$ cat config.mk
export PLATFORM = sky130hd
export DESIGN_NAME = uart_rx_buffer_flat
export DESIGN_NICKNAME = d
export VERILOG_FILES = /design/src/rtl/uart_rx_buffer_if.sv /design/src/rtl/uart_rx_buffer.sv /design/src/flat_wrapper.sv
export SDC_FILE = /design/constraint.sdc
export NUM_CORES = 1
export LEC_CHECK = 0
export BUFFER_PORTS_ARGS = -buffer_cell sky130_fd_sc_hd__buf_2
export CAP_MARGIN = 5
export CORE_AREA = 2 2 146 91
export CTS_CLUSTER_SIZE = 24
export DETAILED_ROUTE_END_ITERATION = 7
export DIE_AREA = 0 0 148 93
export PLACE_DENSITY = 0.85
export SLEW_MARGIN = 20
export SYNTH_ARGS = -nofsm -noshare
export SYNTH_HDL_FRONTEND = slang
export SYNTH_SLANG_ARGS = --single-unit
$ cat constraint.sdc
create_clock -name clk -period 2.65 [get_ports clk]
set_input_delay 0.1325 -clock clk [delete_from_list [all_inputs] [get_ports clk]]
set_output_delay 0.1325 -clock clk [all_outputs]
set_load 0.1 [all_outputs]
$ cat src/rtl/uart_rx_buffer_if.sv
// Consumer-side valid/ready handshake of the UART receive buffer.
// The buffer drives the head entry; the host only drives out_ready.
interface uart_rx_buffer_if #(
  parameter int DATA_WIDTH = 8
);
  logic [DATA_WIDTH-1:0] out_data;
  logic                  out_error;
  logic                  out_valid;
  logic                  out_ready;

  modport master (output out_data, output out_error, output out_valid, input out_ready);
  modport slave  (input out_data, input out_error, input out_valid, output out_ready);
endinterface

$ cat src/rtl/uart_rx_buffer.sv
// Receive-side FWFT byte buffer behind the UART receiver: edge-captures rx_done,
// stores {rx_error, rx_data}, and keeps sticky overflow plus saturating drop/error counters.
module uart_rx_buffer #(
  parameter int DEPTH        = 16,
  parameter int DATA_WIDTH   = 8,
  parameter int DROP_ERRORED = 0,
  parameter int CNT_W        = 8
) (
  input  logic                    clk,
  input  logic                    rst,
  input  logic [DATA_WIDTH-1:0]   rx_data,
  input  logic                    rx_done,
  input  logic                    rx_error,
  output logic                    rx_full,
  uart_rx_buffer_if.master        out_if,
  output logic [$clog2(DEPTH):0]  level,
  output logic                    overflow,
  output logic [CNT_W-1:0]        drop_cnt,
  output logic [CNT_W-1:0]        err_cnt,
  input  logic                    flush,
  input  logic                    stat_clr
);

  localparam int AW = $clog2(DEPTH);
  localparam int LW = AW + 1;

  logic [DATA_WIDTH:0] mem_q [DEPTH];

  logic [AW-1:0]    rd_ptr_q, rd_ptr_d;
  logic [AW-1:0]    wr_ptr_q, wr_ptr_d;
  logic [LW-1:0]    level_q, level_d;
  logic             done_q, done_d;
  logic             overflow_q, overflow_d;
  logic [CNT_W-1:0] drop_cnt_q, drop_cnt_d;
  logic [CNT_W-1:0] err_cnt_q, err_cnt_d;

  logic cap, full, pop, storable, wr_en, drop_ev, err_ev;

  // A full FIFO still accepts a capture when the head leaves in the same cycle.
  always_comb begin
    cap      = rx_done & ~done_q;
    full     = (level_q == LW'(DEPTH));
    pop      = (level_q != '0) & out_if.out_ready;
    storable = cap & ~((DROP_ERRORED != 0) & rx_error);
    wr_en    = storable & (~full | pop) & ~flush;
    drop_ev  = storable & full & ~pop;
    err_ev   = cap & rx_error;
  end

  always_comb begin
    done_d   = rx_done;
    rd_ptr_d = rd_ptr_q;
    wr_ptr_d = wr_ptr_q;
    level_d  = level_q;
    if (flush) begin
      rd_ptr_d = '0;
      wr_ptr_d = '0;
      level_d  = '0;
    end else begin
      if (wr_en) wr_ptr_d = wr_ptr_q + AW'(1);
      if (pop)   rd_ptr_d = rd_ptr_q + AW'(1);
      case ({wr_en, pop})
        2'b10:   level_d = level_q + LW'(1);
        2'b01:   level_d = level_q - LW'(1);
        default: level_d = level_q;
      endcase
    end
  end

  // The clear is applied first so an event in the same cycle lands on top of it.
  always_comb begin
    overflow_d = overflow_q & ~stat_clr;
    drop_cnt_d = stat_clr ? '0 : drop_cnt_q;
    err_cnt_d  = stat_clr ? '0 : err_cnt_q;
    if (drop_ev) begin
      overflow_d = 1'b1;
      if (drop_cnt_d != '1) drop_cnt_d = drop_cnt_d + CNT_W'(1);
    end
    if (err_ev) begin
      if (err_cnt_d != '1) err_cnt_d = err_cnt_d + CNT_W'(1);
    end
  end

  always_ff @(posedge clk) begin
    if (!rst) begin
      done_q     <= 1'b1;
      rd_ptr_q   <= '0;
      wr_ptr_q   <= '0;
      level_q    <= '0;
      overflow_q <= 1'b0;
      drop_cnt_q <= '0;
      err_cnt_q  <= '0;
    end else begin
      done_q     <= done_d;
      rd_ptr_q   <= rd_ptr_d;
      wr_ptr_q   <= wr_ptr_d;
      level_q    <= level_d;
      overflow_q <= overflow_d;
      drop_cnt_q <= drop_cnt_d;
      err_cnt_q  <= err_cnt_d;
    end
  end

  always_ff @(posedge clk) begin
    if (rst && wr_en) mem_q[wr_ptr_q] <= {rx_error, rx_data};
  end

  assign out_if.out_valid                    = (level_q != '0);
  assign {out_if.out_error, out_if.out_data} = mem_q[rd_ptr_q];
  assign rx_full                             = full;
  assign level                               = level_q;
  assign overflow                            = overflow_q;
  assign drop_cnt                            = drop_cnt_q;
  assign err_cnt                             = err_cnt_q;

endmodule

$ cat src/flat_wrapper.sv
// flat-port wrapper written by rule: the top's interface ports become plain ports
module uart_rx_buffer_flat 
#(
  parameter int DEPTH        = 16,
  parameter int DATA_WIDTH   = 8,
  parameter int DROP_ERRORED = 0,
  parameter int CNT_W        = 8
)
  (clk, rst, rx_data, rx_done, rx_error, rx_full, level, overflow, drop_cnt, err_cnt, flush, stat_clr, out_if_out_data, out_if_out_error, out_if_out_valid, out_if_out_ready);
  uart_rx_buffer_if #(.DATA_WIDTH(DATA_WIDTH)) out_if_i ();
  input  logic clk;
  input  logic rst;
  input  logic [DATA_WIDTH-1:0] rx_data;
  input  logic rx_done;
  input  logic rx_error;
  output logic rx_full;
  output logic [$clog2(DEPTH):0] level;
  output logic overflow;
  output logic [CNT_W-1:0] drop_cnt;
  output logic [CNT_W-1:0] err_cnt;
  input  logic flush;
  input  logic stat_clr;
  output wire logic [$bits(out_if_i.out_data)-1:0] out_if_out_data;
  output wire logic [$bits(out_if_i.out_error)-1:0] out_if_out_error;
  output wire logic [$bits(out_if_i.out_valid)-1:0] out_if_out_valid;
  input wire logic [$bits(out_if_i.out_ready)-1:0] out_if_out_ready;
  assign out_if_out_data = out_if_i.out_data;
  assign out_if_out_error = out_if_i.out_error;
  assign out_if_out_valid = out_if_i.out_valid;
  assign out_if_i.out_ready = out_if_out_ready;
  uart_rx_buffer #(.DEPTH(DEPTH), .DATA_WIDTH(DATA_WIDTH), .DROP_ERRORED(DROP_ERRORED), .CNT_W(CNT_W)) u_core (.clk(clk), .rst(rst), .rx_data(rx_data), .rx_done(rx_done), .rx_error(rx_error), .rx_full(rx_full), .out_if(out_if_i), .level(level), .overflow(overflow), .drop_cnt(drop_cnt), .err_cnt(err_cnt), .flush(flush), .stat_clr(stat_clr));
endmodule
==> results.toml <==
[outcome]
status = "finished clean"

[pwr]
ir_worst_vdd_mv = 0.5462
leakage_nw = 3.016
powerDensity_nw_per_um2 = 649.3
power_mw = 5.645

[floorplanning]
start_util = 0.5863
rows = 32
die_x_um = 148
num_io_pins = 48
fp.dieH_um = 93
core_region_area_um2 = 12490
die_area_um2 = 13760

[sta]
fin_skew_ns = 0.009226
final_hold_viol_count = 0
finalSetupViolCount = 0
slew-limit-headroom = 0.5179
fmax_mhz = 399.3
period_share = 0.9450
slew_viol_final = 0
fin_setup_tns_ns = 0
worst_slew_pin_slew_ns = 0.7205
rsz0062_at_grt = "no"
min_period_ns = 2.504

[synthesis]
async_reset_ff_frac = 0
synth_seq_cells = 179
syn-instance-count = 453
synth_xor_area_frac = 0.008370
synth_top_family_by_area = "multiplexers"
yosys.area_share.simple = 0.08883
synth_ff_type = "edfxtp_1"
synth_edf_count = 144
synth_adder_area_share = 0.02152
synth_nets = 480
syn_avg_cell_area_um2 = 16.17
synth-compound-area-share = 0.05808
yosysWarnings = 0
synthMuxAreaShare = 0.1189
yosysSeqAreaShare = 0.6860
synthesis.area_um2 = 7325
synth.distinct_cells = 53

[routing]
vias = 4456
antenna_left = 0
drc = 0
wl_per_cell_um = 22.91
firstDrtPassIters = 6
drt-vias-per-instance = 6.294
drtIter0Drc = 614
routed_wirelength_um = 16220

[critical_path]
max_stage_delay_ns = 0.53
crit_arrival_ns = 2.37
criticalPathCategory = "flip-flop to primary output"
crit_chain = "buf_6 -> mux4_2 -> a22oi_1 -> nand2_1 -> buf_12"
critical-path-slowest-cell = "mux4_2"
reg2reg_depth = 9
cp.required_ns = 2.52
worst_setup_path_end_kind = "primary output"
crit_path_start_kind = "flip-flop"
critPathMaxFanout = 11

[clocking]
cts_buffer_depth = 2
cts_sinks = 179
cts_root_buf = "clkbuf_16"
path_clk_slew_ns = 0.07
clock_latency_ns = 0.43
cts_buffers = 17
cts_setup_buffers = 0
cts_tree = "yes"
ctsHtreeMaxLevel = 4

[hold_path]
hold_depth = 2
hold_path_class = "primary input to flip-flop"

[global_route]
antenna_found_initial = 0
grt_pass1_vias = 4381
grt_max_degree = 37
grt_usage = 0.2487
overflow = 0
grt_pass1_wl_um = 24680

[final_layout]
final_core_util = 0.6959
fin_nets = 552
drive_gt1_frac = 0.2955
area_growth_pct = 18.69
diodes = 0
final_cells = 708

[place]
dp_hpwl_um = 9897
placed_cells = 674
gp_congestion = 0.8863
io_buffers = 47

[flow_run]
drv_cap = 0
==> power by group <==
part           internal, mW  switching (mW)  leakage (nW)  total, mW
combinational        0.0399          0.0978          1.15      0.138
clock                  1.34            1.13         0.288       2.47
sequential             3.03         0.00386          1.58       3.03
total                  4.41            1.24          3.02       5.64
==> placed cells by master (no fill, tap or decap), drive strengths merged, types with 3 or more instances in the layout <==
cell type | Yosys | final
nor3 | 10 | 10
inv | 11 | 20
clkbuf | 13 | 17
dfxtp | 35 | 35
a21oi | 11 | 11
clkinv | 0 | 4
o21ai | 7 | 7
mux2i | 6 | 6
a211oi | 4 | 4
nand2b | 6 | 6
a22oi | 18 | 18
xnor2 | 3 | 3
buf | 9 | 73
nand3 | 16 | 16
edfxtp | 144 | 144
mux4 | 36 | 36
nor2b | 8 | 8
nand2 | 26 | 26
o31ai | 4 | 4
xor2 | 4 | 4
nor2 | 25 | 25
o211ai | 3 | 3
or4 | 5 | 5
ha | 11 | 11
==> final timing paths <==
path | startpoint | endpoint | slack [ns]
setup / recovery | flip-flop | out_if_out_data[1] | 0.15
hold reg to reg | u_core.overflow | u_core.overflow | 0.47
setup reg to reg | u_core.level[0] | u_core.level[4] | 0.18
hold / removal | rst | u_core.drop_cnt[6] | 0.04
==> cell type report <==
class / instances / area [µm²]
clock inverter: 15 / 160.2
clock buffer: 17 / 425.4
tap: 170 / 212.7
sequential: 179 / 5042
fill: 769 / 3799
inverter: 11 / 41.29
timing repair buffer: 75 / 614.3
multi-input combinational: 241 / 2197
==> cell families (layout without fill, tap and decap cells) <==
group                    Yosys count  after routing
XOR/XNOR                           7              7
multiplexers                      42             42
adder cells (fa/ha/maj)           12             12
flip-flops                       179            179
buffers and inverters             33            118
AO/OA/AOI/OAI                     59             59
AND/OR/NAND/NOR                  121            121
==> routing by layer <==
| layer | up-vias | track usage | wire (µm) |
|---|---|---|---|
| met2 | 268 | 0.3951 | 7888 |
| li1 | 1941 | - | - |
| met3 | 37 | 0.06976 | 1484 |
| met5 | - | 0 | 0 |
| met4 | 0 | 0.08095 | 302 |
| met1 | 2210 | 0.3395 | 6541 |
==> flip-flops by register name, summed over array words and instances, names as in the netlist, named ones only <==
name             flops
u_core.rd_ptr_q      4
u_core.drop_cnt      8
u_core.err_cnt       8
u_core.level         5
u_core.mem_q       144
u_core.wr_ptr_q      4
u_core.overflow      1
u_core.done_q        1
==> timing repair <==
action | CTS | global route
gates cloned | 0 | 0
resized for setup | 1 | 7
hold buffers | 2 | 0
endpoints found under the setup margin | 2 | 4
hold endpoints to repair | 1 | 0
==> critical path, delay by kind of cell (launching register included) <==
kind / cells / cell delay, ns
muxes: 1 / 0.53
DFF: 1 / 0.46
buffers and inverters: 2 / 0.43
AOI/OAI and AO/OA: 1 / 0.34
and+or+nand+nor: 1 / 0.18
==> cell usage after synthesis, drive strengths merged, types with 3 or more instances <==
cell / instances / area (µm²)
inv: 11 / 41.29
nor3: 10 / 50.05
edfxtp: 144 / 4324
dfxtp: 35 / 700.7
ha: 11 / 137.6
a22oi: 18 / 135.1
a21oi: 11 / 55.05
a211oi: 4 / 30.03
nand2: 26 / 97.59
xnor2: 3 / 26.28
nor2: 25 / 93.84
mux2i: 6 / 60.06
xor2: 4 / 35.03
buf: 9 / 42.54
nand2b: 6 / 37.54
mux4: 36 / 810.8
o31ai: 4 / 30.03
clkbuf: 13 / 50.04
nand3: 16 / 85.08
nor2b: 8 / 50.05
o211ai: 3 / 22.52
o21ai: 7 / 38.79
or4: 5 / 37.54
==> stage by stage <==
| stage | setup WS, ns | area, µm² | hold WS [ns] |
|---|---|---|---|
| 6_report | 0.1458 | 8693 | 0.04187 |
| 3_3_place_gp | 0.2683 | 8050 | 0.3685 |
| 4_1_cts | 0.03284 | 8660 | 0.01843 |
| 2_1_floorplan | 0.002416 | 7338 | 0.2314 |
| 3_5_place_dp | 0.1819 | 8050 | 0.3819 |
| 5_1_grt | 0.04486 | 8693 | 0.03700 |
Note: power is estimated with default switching activity, not from simulation.
